<file path="src/rtl/instruction_fetch_stage_if.sv">
// Fetch-stage bus: hazard/redirect controls, program-memory word and PC,
// and the IF/ID register contents handed to decode.
interface instruction_fetch_stage_if #(
    parameter int unsigned DATA_WIDTH = 32
);
    logic                  stall;
    logic                  flush;
    logic                  branch_taken;
    logic [DATA_WIDTH-1:0] branch_target;
    logic                  jump_taken;
    logic [DATA_WIDTH-1:0] jump_target;
    logic [DATA_WIDTH-1:0] instruction;
    logic [DATA_WIDTH-1:0] pc;
    logic [DATA_WIDTH-1:0] ifid_instr;
    logic [DATA_WIDTH-1:0] ifid_pcplus4;
    logic                  ifid_valid;
    logic                  halted;
    logic [31:0]           fetch_count;

    // Pipeline control and program memory side.
    modport master (
        output stall, flush, branch_taken, branch_target,
               jump_taken, jump_target, instruction,
        input  pc, ifid_instr, ifid_pcplus4, ifid_valid, halted, fetch_count
    );

    // The fetch stage itself.
    modport slave (
        input  stall, flush, branch_taken, branch_target,
               jump_taken, jump_target, instruction,
        output pc, ifid_instr, ifid_pcplus4, ifid_valid, halted, fetch_count
    );
endinterface

</file>
<file path="src/rtl/instruction_fetch_stage.sv">
// MIPS fetch stage: PC register, next-PC select, IF/ID register and a
// BOOT/RUN/HALTED controller that stops fetching once HALT_WORD is accepted.
module instruction_fetch_stage #(
    parameter int unsigned           DATA_WIDTH = 32,
    parameter logic [DATA_WIDTH-1:0] PC_RESET   = 32'h0040_0000,
    parameter logic [DATA_WIDTH-1:0] NOP_WORD   = 32'h0000_0000,
    parameter logic [DATA_WIDTH-1:0] HALT_WORD  = 32'hFFFF_FFFF
) (
    input logic                      clk,
    input logic                      reset,
    instruction_fetch_stage_if.slave bus
);
    typedef enum logic [1:0] {
        BOOT   = 2'd0,
        RUN    = 2'd1,
        HALTED = 2'd2
    } state_t;

    localparam logic [DATA_WIDTH-1:0] WORD_MASK = ~DATA_WIDTH'(3);

    state_t                state, state_next;
    logic [DATA_WIDTH-1:0] pc, pc_next, pc_plus4;
    logic [DATA_WIDTH-1:0] ifid_instr, ifid_instr_next;
    logic [DATA_WIDTH-1:0] ifid_pcplus4, ifid_pcplus4_next;
    logic                  ifid_valid, ifid_valid_next;
    logic [31:0]           fetch_count, fetch_count_next;
    logic                  redirect;

    assign pc_plus4 = pc + DATA_WIDTH'(4);
    assign redirect = bus.jump_taken | bus.branch_taken;

    always_comb begin
        // NOTE: every signal gets a hold value first so no path leaves it unassigned (no latches).
        state_next        = state;
        pc_next           = pc;
        ifid_instr_next   = ifid_instr;
        ifid_pcplus4_next = ifid_pcplus4;
        ifid_valid_next   = ifid_valid;
        fetch_count_next  = fetch_count;

        unique case (state)
            BOOT: begin
                state_next      = RUN;
                ifid_instr_next = NOP_WORD;
                ifid_valid_next = 1'b0;
            end
            RUN: begin
                pc_next = bus.stall ? pc : pc_plus4;
                if (bus.flush) begin
                    ifid_instr_next = NOP_WORD;
                    ifid_valid_next = 1'b0;
                end else if (!bus.stall) begin
                    ifid_instr_next   = bus.instruction;
                    ifid_pcplus4_next = pc_plus4;
                    ifid_valid_next   = 1'b1;
                    fetch_count_next  = fetch_count + 32'd1;
                    if (bus.instruction == HALT_WORD) state_next = HALTED;
                end
            end
            HALTED: begin
                ifid_instr_next = NOP_WORD;
                ifid_valid_next = 1'b0;
                if (redirect) state_next = RUN;
            end
            default: state_next = BOOT;
        endcase

        // Redirects win over stall and halt; the PC is not touched while booting.
        if (state != BOOT) begin
            if (bus.jump_taken)        pc_next = bus.jump_target & WORD_MASK;
            else if (bus.branch_taken) pc_next = bus.branch_target & WORD_MASK;
        end
    end

    always_ff @(posedge clk or posedge reset) begin
        if (reset) begin
            state        <= BOOT;
            pc           <= PC_RESET;
            ifid_instr   <= NOP_WORD;
            ifid_pcplus4 <= '0;
            ifid_valid   <= 1'b0;
            fetch_count  <= '0;
        end else begin
            // NOTE: non-blocking so every register samples the pre-edge values.
            state        <= state_next;
            pc           <= pc_next;
            ifid_instr   <= ifid_instr_next;
            ifid_pcplus4 <= ifid_pcplus4_next;
            ifid_valid   <= ifid_valid_next;
            fetch_count  <= fetch_count_next;
        end
    end

    assign bus.pc           = pc;
    assign bus.ifid_instr   = ifid_instr;
    assign bus.ifid_pcplus4 = ifid_pcplus4;
    assign bus.ifid_valid   = ifid_valid;
    assign bus.halted       = (state == HALTED);
    assign bus.fetch_count  = fetch_count;
endmodule

</file>
<file path="src/flat_wrapper.sv">
// flat-port wrapper written by rule: the top's interface ports become plain ports
module instruction_fetch_stage_flat 
#(
    parameter int unsigned           DATA_WIDTH = 32,
    parameter logic [DATA_WIDTH-1:0] PC_RESET   = 32'h0040_0000,
    parameter logic [DATA_WIDTH-1:0] NOP_WORD   = 32'h0000_0000,
    parameter logic [DATA_WIDTH-1:0] HALT_WORD  = 32'hFFFF_FFFF
)
  (clk, reset, bus_stall, bus_flush, bus_branch_taken, bus_branch_target, bus_jump_taken, bus_jump_target, bus_instruction, bus_pc, bus_ifid_instr, bus_ifid_pcplus4, bus_ifid_valid, bus_halted, bus_fetch_count);
  instruction_fetch_stage_if #(.DATA_WIDTH(DATA_WIDTH)) bus_i ();
  input logic clk;
  input logic reset;
  input wire logic [$bits(bus_i.stall)-1:0] bus_stall;
  input wire logic [$bits(bus_i.flush)-1:0] bus_flush;
  input wire logic [$bits(bus_i.branch_taken)-1:0] bus_branch_taken;
  input wire logic [$bits(bus_i.branch_target)-1:0] bus_branch_target;
  input wire logic [$bits(bus_i.jump_taken)-1:0] bus_jump_taken;
  input wire logic [$bits(bus_i.jump_target)-1:0] bus_jump_target;
  input wire logic [$bits(bus_i.instruction)-1:0] bus_instruction;
  output wire logic [$bits(bus_i.pc)-1:0] bus_pc;
  output wire logic [$bits(bus_i.ifid_instr)-1:0] bus_ifid_instr;
  output wire logic [$bits(bus_i.ifid_pcplus4)-1:0] bus_ifid_pcplus4;
  output wire logic [$bits(bus_i.ifid_valid)-1:0] bus_ifid_valid;
  output wire logic [$bits(bus_i.halted)-1:0] bus_halted;
  output wire logic [$bits(bus_i.fetch_count)-1:0] bus_fetch_count;
  assign bus_i.stall = bus_stall;
  assign bus_i.flush = bus_flush;
  assign bus_i.branch_taken = bus_branch_taken;
  assign bus_i.branch_target = bus_branch_target;
  assign bus_i.jump_taken = bus_jump_taken;
  assign bus_i.jump_target = bus_jump_target;
  assign bus_i.instruction = bus_instruction;
  assign bus_pc = bus_i.pc;
  assign bus_ifid_instr = bus_i.ifid_instr;
  assign bus_ifid_pcplus4 = bus_i.ifid_pcplus4;
  assign bus_ifid_valid = bus_i.ifid_valid;
  assign bus_halted = bus_i.halted;
  assign bus_fetch_count = bus_i.fetch_count;
  instruction_fetch_stage #(.DATA_WIDTH(DATA_WIDTH), .PC_RESET(PC_RESET), .NOP_WORD(NOP_WORD), .HALT_WORD(HALT_WORD)) u_core (.clk(clk), .reset(reset), .bus(bus_i));
endmodule
</file>
<file path="config.mk">
export PLATFORM = sky130hd
export DESIGN_NAME = instruction_fetch_stage_flat
export DESIGN_NICKNAME = d
export VERILOG_FILES = /design/src/rtl/instruction_fetch_stage_if.sv /design/src/rtl/instruction_fetch_stage.sv /design/src/flat_wrapper.sv
export SDC_FILE = /design/constraint.sdc
export NUM_CORES = 1
export LEC_CHECK = 0
export ABC_AREA = 1
export BUFFER_PORTS_ARGS = -buffer_cell sky130_fd_sc_hd__clkbuf_2
export CAP_MARGIN = 20
export CORE_UTILIZATION = 40
export DETAILED_ROUTE_END_ITERATION = 12
export MAX_ROUTING_LAYER = met4
export PLACE_DENSITY_LB_ADDON = 0.3
export SLEW_MARGIN = 30
export SYNTH_ARGS = -nofsm -noshare
export SYNTH_HDL_FRONTEND = slang
export SYNTH_SLANG_ARGS = --single-unit
</file>
<file path="constraint.sdc">
create_clock -name clk -period 3.44 [get_ports clk]
set_input_delay 0.172 -clock clk [delete_from_list [all_inputs] [get_ports clk]]
set_output_delay 0.172 -clock clk [all_outputs]
set_load 0.01 [all_outputs]
</file>
==> impl_metrics.tcl <==
set metrics [dict create \
    hp-start "bus_instruction[19]" \
    io_pins 232 \
    fin_cells 1547 \
    ir_worst_vdd_v 0.000310 \
    outcome "completed" \
    drc 0 \
    crit_arrival_ps 2530 \
    fin_crit_sh_pct 66.0 \
    slew-limit-headroom_pct 44.5 \
    drt_first_iter_violations 490 \
    hold_viol 0 \
    antenna_found_initial 0 \
    synth-seq-cells 127 \
    insertion_delay_ps 420 \
    clkSinkCount 127 \
    fin_tns_setup_ps 0 \
    skew_ps 10.6 \
    max_freq_mhz 441 \
    vias 7608 \
    fillers 1763 \
    cp-end-kind "flop" \
    routabilityCongestion 0.971 \
    p_leak_nw 4.95 \
    yosys_most_used_dff "dfrtp_1" \
    synth_edf_count 0 \
    rr_worst_depth 7 \
    synth-seq-area-share_pct 43.7 \
    die_h_microns 137 \
    rows 48 \
    tightest_slew_ps 828 \
    crit_required_ps 3700 \
    cts_max_level 4 \
    first_pass_iters 5 \
    fp.coreArea_sq_um 17500 \
    cts_tree "built" \
    hold_class "primary input to flop" \
    drive_gt1_share_pct 21.0 \
    grt_use_total_pct 25.8 \
    postSynthAreaPerCell_sq_um 6.81 \
    crit_type "flop to flop" \
    synthToLayoutAreaGrowth_pct 29.2 \
    grt_pass1_vias 7199 \
    setup.worst_path.start_class "flop" \
    layout.nets 1413 \
    worstReg2RegEnd "u_core.bus.ifid_instr[31]$_DFFE_PP0P_" \
    power_mw 4.40 \
    synthArstFlopShare_pct 100 \
    place_hpwl_microns 16500 \
    rsz0062_at_grt "no" \
    routedWlPerCell_microns 14.3 \
    gr-total-overflow 0 \
    start_util_pct 41.4 \
    final_common_cell "nand2_1" \
    power.density_nw_per_um2 469 \
    setup_viol 0 \
    drv_cap 0 \
    clk_pin_slew_ps 60 \
    synthDistinctLibCells 34 \
    timing.final.crit_period_ps 2270 \
    cts.path.max_buffers 2 \
    grt_first_pass_wirelength_microns 36100 \
    reg2reg_slack_ps 1170 \
    vias_per_cell 4.92 \
    synth_area_sq_um 7270 \
    hold_end "u_core.bus.ifid_instr[19]$_DFFE_PP0P_" \
    grt_max_degree 65 \
    cts-root-buf "clkbuf_16" \
    yosys_warnings 0 \
    rr_startpoint "u_core.state[0]$_DFFE_PP0P_" \
    hold_path_depth 3 \
    cp_max_fo 34 \
    cts_buffers 17 \
    die_x_microns 137 \
    dp.cells 1487 \
    slew_viol_final 0 \
    antenna_left 0 \
    wl_microns 22200 \
    syn_inst 1068 \
    port_buffers 223 \
    die_area_sq_um 18700 \
    antenna_cells 0 \
    final_cell_mix "nand2_1, clkbuf_2, dfrtp_1, nor2_1, inv_1" \
]
-- per-stage QoR --
| step | area (sq um) | worst slack (ps) | util [%] | hold WS (ps) |
|---|---|---|---|---|
| 5_1_grt | 9390 | 975 | 53.6 | 42.0 |
| 2_1_floorplan | 7280 | 1700 | - | 293 |
| 6_report | 9390 | 1170 | 53.6 | 29.0 |
| 3_3_place_gp | 8560 | 961 | 48.8 | 253 |
| 3_5_place_dp | 8570 | 1200 | 48.9 | 260 |
| 4_1_cts | 9390 | 1200 | 53.6 | 12.9 |
-- layout make-up --
| cell class | instances | area (sq um) | area share [%] |
|---|---|---|---|
| multi-input cells | 796 | 3510 | 37.4 |
| flip-flops and latches | 127 | 3180 | 33.8 |
| repair buffers | 259 | 1470 | 15.6 |
| clock buffers | 22 | 454 | 4.84 |
| inverters | 108 | 409 | 4.36 |
| well taps | 225 | 282 | 3.00 |
| clock inverters | 10 | 88.8 | 0.946 |
-- critical path, cell delays in order, from the launching register on --
cell,delay [ps]
dfrtp_1,470
nand2_2,160
nor2_2,40
buf_4,230
inv_2,500
o211ai_4,440
nor2_1,210
a21oi_1,50
-- Yosys cell counts, drive strengths merged (2+ instances only) --
cell    count  area [sq um]
a21oi      32           164
o21ai      60           300
nand2     428          1610
xnor2       5          43.8
clkbuf     15          56.3
nand4      13          81.3
nor2      122           490
dfrtp     126          3150
a31oi       6          37.5
xor2       18           158
nand3b      4          30.0
nor3        7          40.0
o22ai       7          43.8
buf        25           136
inv       108           405
ha          2          25.0
nand3      83           420
or2         2          12.5
-- state kept, by name (all words and copies together) (netlist names) --
signal,count
u_core.state,2
u_core.bus.ifid_pcplus4,30
u_core.bus.ifid_instr,32
u_core.bus.ifid_valid,1
u_core.bus.pc,30
u_core.bus.fetch_count,32
-- worst max path at each step --
| stage | start | endpoint | depth (start not counted) |
|---|---|---|---|
| 2_1_floorplan | reset | u_core.bus.fetch_count[0]$_DFFE_PP0P_ | 1 |
| 3_3_place_gp | u_core.state[0]$_DFFE_PP0P_ | u_core.bus.ifid_instr[31]$_DFFE_PP0P_ | 7 |
| 3_5_place_dp | u_core.state[1]$_DFFE_PP0P_ | u_core.bus.ifid_instr[7]$_DFFE_PP0P_ | 7 |
| 4_1_cts | u_core.state[1]$_DFFE_PP0P_ | u_core.bus.ifid_instr[31]$_DFFE_PP0P_ | 8 |
| 5_1_grt | u_core.state[1]$_DFFE_PP0P_ | u_core.bus.ifid_instr[31]$_DFFE_PP0P_ | 8 |
| 6_report | u_core.state[0]$_DFFE_PP0P_ | u_core.bus.ifid_instr[31]$_DFFE_PP0P_ | 7 |
-- logic make-up after synthesis --
kind of cell / Yosys count / synth area share, %
AO/OA/AOI/OAI: 108 / 7.90
AND/OR/NAND/NOR: 659 / 37.0
flip-flops: 127 / 43.7
other: 1 / 0.0516
adder cells (fa/ha/maj): 2 / 0.344
XOR/XNOR: 23 / 2.77
buffers and inverters: 148 / 8.23
-- repair_timing --
item,CTS,global route
endpoints found under the hold margin,49,0
resized for setup,0,0
hold buffers,28,0
buffers inserted,0,0
-- report_power, final --
group	switching (mW)	internal [mW]
Sequential	0.192	1.66
Clock	0.663	1.01
Combinational	0.538	0.337
Total	1.39	3.01
-- per-layer routing --
layer / vias up / routed length, microns / track usage (%)
met5: - / 0 / -
met4: 0 / 738 / 10.7
met3: 57 / 1320 / 4.70
met2: 295 / 10500 / 40.4
met1: 3423 / 9660 / 32.9
li1: 3833 / - / -
Note: power is estimated with default switching activity, not from simulation.
